===== src/rtl/alu_cmd_sequencer.sv =====
// alu_cmd_sequencer: registered command front-end for an 8-bit combinational ALU.
// Buffers {a, b, sel, acc} commands in a DEPTH-entry FIFO. It issues one command
// at a time to the ALU, registers the result, carry and divide-by-zero flag, and
// returns them on a valid/ready response port. When acc=1, A is replaced by the
// previous result.
//
// Ports:
//   clk, rst                  rising-edge clock, synchronous active-high reset
//   cmd_valid/cmd_ready       command handshake; cmd_a, cmd_b, cmd_sel, cmd_acc payload
//   alu_a/alu_b/alu_sel       operand and opcode lines to the ALU
//   alu_out/alu_carry         result and carry from the ALU
//   rsp_valid/rsp_ready       response handshake; rsp_data, rsp_carry, rsp_divz payload
//   fifo_count                number of commands currently buffered
module alu_cmd_sequencer #(
  parameter int DEPTH = 4,
  parameter int CW    = 3
) (
  input  logic          clk,
  input  logic          rst,
  input  logic          cmd_valid,
  output logic          cmd_ready,
  input  logic [7:0]    cmd_a,
  input  logic [7:0]    cmd_b,
  input  logic [3:0]    cmd_sel,
  input  logic          cmd_acc,
  output logic [7:0]    alu_a,
  output logic [7:0]    alu_b,
  output logic [3:0]    alu_sel,
  input  logic [7:0]    alu_out,
  input  logic          alu_carry,
  output logic          rsp_valid,
  input  logic          rsp_ready,
  output logic [7:0]    rsp_data,
  output logic          rsp_carry,
  output logic          rsp_divz,
  output logic [CW-1:0] fifo_count
);

  localparam int AW = (DEPTH > 1) ? $clog2(DEPTH) : 1;

  typedef enum logic [1:0] {
    IDLE = 2'd0,
    EXEC = 2'd1,
    RESP = 2'd2
  } state_t;

  state_t        state;
  logic [20:0]   mem [DEPTH];
  logic [AW-1:0] wr_ptr;
  logic [AW-1:0] rd_ptr;
  logic [7:0]    op_a;
  logic [7:0]    op_b;
  logic [3:0]    op_sel;
  logic [7:0]    acc_reg;
  logic          push;
  logic          pop;
  logic [20:0]   head;
  logic          divz;
  logic [7:0]    result;

  assign cmd_ready = (fifo_count != CW'(DEPTH));
  assign push      = cmd_valid && cmd_ready;
  // A new command can be issued from IDLE, or from RESP in the same edge
  // that hands the previous response over.
  assign pop       = (fifo_count != '0) &&
                     ((state == IDLE) || ((state == RESP) && rsp_ready));
  assign head      = mem[rd_ptr];

  assign divz      = (op_sel == 4'b0011) && (op_b == 8'h00);
  assign result    = divz ? 8'hFF : alu_out;

  assign alu_a     = op_a;
  assign alu_b     = op_b;
  assign alu_sel   = op_sel;

  // FIFO storage is not reset; the pointers and the count define its contents.
  always_ff @(posedge clk) begin
    if (!rst && push) begin
      mem[wr_ptr] <= {cmd_a, cmd_b, cmd_sel, cmd_acc};
    end
  end

  always_ff @(posedge clk) begin
    if (rst) begin
      wr_ptr     <= '0;
      rd_ptr     <= '0;
      fifo_count <= '0;
      op_a       <= '0;
      op_b       <= '0;
      op_sel     <= '0;
      acc_reg    <= '0;
      rsp_valid  <= 1'b0;
      rsp_data   <= '0;
      rsp_carry  <= 1'b0;
      rsp_divz   <= 1'b0;
      state      <= IDLE;
    end else begin
      if (push) begin
        wr_ptr <= wr_ptr + AW'(1);
      end

      if (pop) begin
        rd_ptr <= rd_ptr + AW'(1);
        // acc_reg already holds the previous result when popping from RESP.
        op_a   <= head[0] ? acc_reg : head[20:13];
        op_b   <= head[12:5];
        op_sel <= head[4:1];
      end

      if (push && !pop) begin
        fifo_count <= fifo_count + CW'(1);
      end else if (pop && !push) begin
        fifo_count <= fifo_count - CW'(1);
      end

      case (state)
        IDLE: begin
          if (pop) begin
            state <= EXEC;
          end
        end
        EXEC: begin
          rsp_data  <= result;
          rsp_carry <= alu_carry && (op_sel == 4'b0000);
          rsp_divz  <= divz;
          acc_reg   <= result;
          rsp_valid <= 1'b1;
          state     <= RESP;
        end
        RESP: begin
          if (rsp_ready) begin
            rsp_valid <= 1'b0;
            state     <= pop ? EXEC : IDLE;
          end
        end
        default: begin
          state <= IDLE;
        end
      endcase
    end
  end

endmodule


===== config.mk =====
export PLATFORM = sky130hd
export DESIGN_NAME = alu_cmd_sequencer
export DESIGN_NICKNAME = d
export VERILOG_FILES = /design/src/rtl/alu_cmd_sequencer.sv
export SDC_FILE = /design/constraint.sdc
export NUM_CORES = 1
export LEC_CHECK = 0
export CORE_UTILIZATION = 40
export DETAILED_ROUTE_END_ITERATION = 8
export PLACE_DENSITY_LB_ADDON = 0.15
export SKIP_LAST_GASP = 1
export SLEW_MARGIN = 20
export SYNTH_ARGS = -nofsm -noshare
export SYNTH_HDL_FRONTEND = slang
export SYNTH_SLANG_ARGS = --single-unit

===== constraint.sdc =====
create_clock -name clk -period 2.9 [get_ports clk]
set_clock_uncertainty 0.15 [all_clocks]
set_input_delay 0.87 -clock clk [delete_from_list [all_inputs] [get_ports clk]]
set_output_delay 0.87 -clock clk [all_outputs]
set_load 0.01 [all_outputs]

==> flow_metrics.py <==
metrics = {
    "run_status": {
        "status": "complete, no violations",
    },
    "timing": {
        "hold_viol": 0,
        "min_period_ns": 2.80,
        "slew_violations": 0,
        "setup_viol": 0,
        "rsz0062_at_grt": "false",
        "worst_slew_pin_slew_ns": 0.752,
        "slew_headroom": 0.498,
        "finalCritPeriodShare": 0.965,
        "fmax_mhz": 357,
    },
    "setup_path": {
        "crit_required_ns": 1.88,
        "path_class": "flop to output port",
        "max_stage_delay_ns": 0.52,
        "path_buf_inv": 1,
        "crit_path_max_fanout": 5,
        "timing.rr.end": "fifo_count[2]",
        "crit_chain": "or3b_2, clkdlybuf4s50_1",
        "reg2reg_slack_ns": 0.62,
        "r2r-start": "fifo_count[0]",
        "cp-startpoint": "fifo_count[0]",
        "cp.depth": 2,
        "start_kind": "flop",
        "cp.arrival_ns": 1.78,
        "cp_slowest_cell": "or3b_2",
        "end_kind": "output port",
        "r2r_cells": 9,
        "crit_family": "simple AND/OR/NAND/NOR gates",
    },
    "floorplanning": {
        "start_util": 0.414,
        "core_sq_mm": 0.0115,
        "dieArea_sq_mm": 0.0123,
        "die_x_microns": 111,
        "die_h_microns": 111,
        "io_pins": 69,
        "placementRows": 39,
    },
    "global_routing": {
        "grt_first_pass_wirelength_microns": 14700,
        "grt_start_max_net_pins": 42,
        "antenna_found_initial": 0,
        "grtUsageTotal": 0.161,
        "overflow": 0,
        "grt_pass1_vias": 2666,
    },
    "yosys": {
        "async_flop_share": 0,
        "synth_top_area_cell": "edfxtp_1",
        "synth_edf_count": 84,
        "syn-num-nets": 348,
        "synth_area_sq_mm": 0.00474,
        "yosysSeqAreaShare": 0.709,
        "yosysTopAreaCellShare": 0.532,
        "synth_ff_type": "edfxtp_1",
        "ys_types": 29,
        "syn_area_per_cell_sq_um": 15.4,
        "syn_inst": 308,
        "yosys_warnings": 0,
        "ys_seq_elements": 126,
        "ys_top_cells_by_area": "edfxtp_1, dfxtp_1, mux4_2, a211oi_1, nand2_1",
    },
    "clocking": {
        "cts_root_buf": "clkbuf_16",
        "clkSinkCount": 126,
        "hold_buffers": 0,
        "postCtsSetupBuffers": 0,
        "cts_inserted_buffers": 17,
        "clk_latency_ns": 0.41,
        "cts_resized": 0,
        "clockBufferDepth": 2,
        "cts_tree": "yes",
        "clk_pin_slew_worst_paths_ns": 0.06,
        "htreeDepth": 4,
    },
    "placed_design": {
        "hpwlAfterDp_microns": 5750,
        "placed_cells": 517,
        "port_buffers": 68,
        "globalplace.congestion": 0.700,
    },
    "finish": {
        "areaGrowthSynthToFinish_pct": 32.7,
        "regArea_sq_mm": 0.00336,
        "largest_register": "mem",
        "finalNonFillerCells": 549,
        "antenna_cells": 0,
        "layout-drive-gt1-share": 0.163,
        "multi_input_area_sq_mm": 0.00126,
        "utilization": 0.549,
        "fillers": 934,
        "layout.nets": 433,
        "largest_reg_flops": 84,
    },
    "route": {
        "routed_wirelength_microns": 9220,
        "firstDrtPassIters": 4,
        "routedWlPerCell_microns": 16.8,
        "vias": 2713,
        "drcViolationCount": 0,
        "via_per_inst": 4.94,
        "drtIter0Drc": 135,
        "drt.antenna.violating_nets": 0,
    },
    "job": {
        "maxCapViolations": 0,
    },
    "min_path": {
        "holdCritStartpoint": "alu_b[5]",
        "min_path_type": "flop to flop",
        "holdPathStages": 2,
        "hold_path_end": "alu_b[5]",
    },
    "pwr": {
        "power.leakage_uw": 0.00219,
        "power_density_mw_per_mm2": 990,
        "ir_drop_v": 0.000558,
    },
}
[layer usage]
| layer | wire [microns] | part of all wire | vias to the layer above | track usage |
|---|---|---|---|---|
| li1 | - | - | 1316 | - |
| met3 | 395 | 0.043 | 11 | 0.0492 |
| met1 | 4170 | 0.45 | 1332 | 0.209 |
| met5 | 0 | 0 | - | 0 |
| met4 | 118 | 0.013 | 0 | 0.0720 |
| met2 | 4540 | 0.49 | 54 | 0.249 |
[Yosys cell counts, drive strengths merged, types with 3 or more instances]
library cell / n
a211oi: 17
a21oi: 17
and2: 4
buf: 7
clkbuf: 8
dfxtp: 42
edfxtp: 84
ha: 5
inv: 15
mux2i: 9
mux4: 21
nand2: 28
nor2: 27
nor3: 3
o21ai: 3
[cells in the final DEF, fill, tap and decap left out, types with 2 or more instances in the layout]
cell	instances
mux4_2	21
buf_12	3
buf_4	10
clkinv_4	3
clkdlybuf4s50_1	68
edfxtp_1	84
inv_1	15
clkbuf_16	17
mux2i_1	9
nand2b_1	2
ha_1	5
bufinv_16	4
xor2_1	2
a21oi_1	17
and2_1	4
clkinv_2	2
nor4b_1	2
or3_1	2
nor2_1	27
nand2_1	28
nor3_1	2
a211oi_1	17
xnor2_1	2
nor2b_1	2
clkbuf_1	2
inv_6	2
dfxtp_1	42
clkinvlp_4	2
o21ai_0	3
[stage by stage]
step | hold WS (ns) | cell area [sq um] | power [uW] | TNS (ns) | setup slack, ns
final | 0.330 | 6290 | 6230 | 0 | 0.101
after global routing | 0.353 | 6290 | 6560 | 0 | 0.0258
after CTS | 0.324 | 6290 | 6310 | 0 | 0.0658
after detailed placement | 0.316 | 5670 | 4100 | -0.183 | -0.183
after global placement | 0.307 | 5670 | 4080 | -0.158 | -0.158
after floorplan | 0.292 | 4740 | 3370 | 0 | 0.110
[worst max path at each step]
stage                    end
6_report           cmd_ready
5_1_grt            cmd_ready
4_1_cts            cmd_ready
3_5_place_dp   fifo_count[2]
3_3_place_gp   fifo_count[2]
2_1_floorplan  fifo_count[2]
[final cells by class]
class                   instances  area share
multi-input cells             152       0.200
clock inverters                13      0.0300
flip-flops and latches        126       0.535
clock buffers                  19      0.0688
inverters                      15     0.00895
well taps                     143      0.0284
repair buffers                 81       0.130
[kinds of logic after synthesis]
family | after synthesis | share of synthesized area
and+or+nand+nor | 74 | 0.0702
xor gates and xnor gates | 4 | 0.00739
muxes | 30 | 0.119
buffers and inverters | 30 | 0.0272
adders and majority gates | 6 | 0.0174
AOI/OAI and AO/OA | 38 | 0.0499
DFF | 126 | 0.709
[worst register-to-register path, stage by stage (launching register included)]
cell,delay [ns]
dfxtp_1,0.36
nor3_1,0.37
nor3_4,0.08
inv_1,0.08
ha_1,0.16
inv_1,0.05
fa_1,0.37
xor2_1,0.15
or3_1,0.30
a21oi_1,0.14
[power breakdown]
| part | internal, uW | leakage (uW) | switching, uW |
|---|---|---|---|
| Clock | 1440 | 0.000298 | 753 |
| Combinational | 846 | 0.000789 | 803 |
| Sequential | 2200 | 0.00111 | 190 |
| Total | 4490 | 0.00219 | 1750 |
Note: power is estimated with default switching activity, not from simulation.
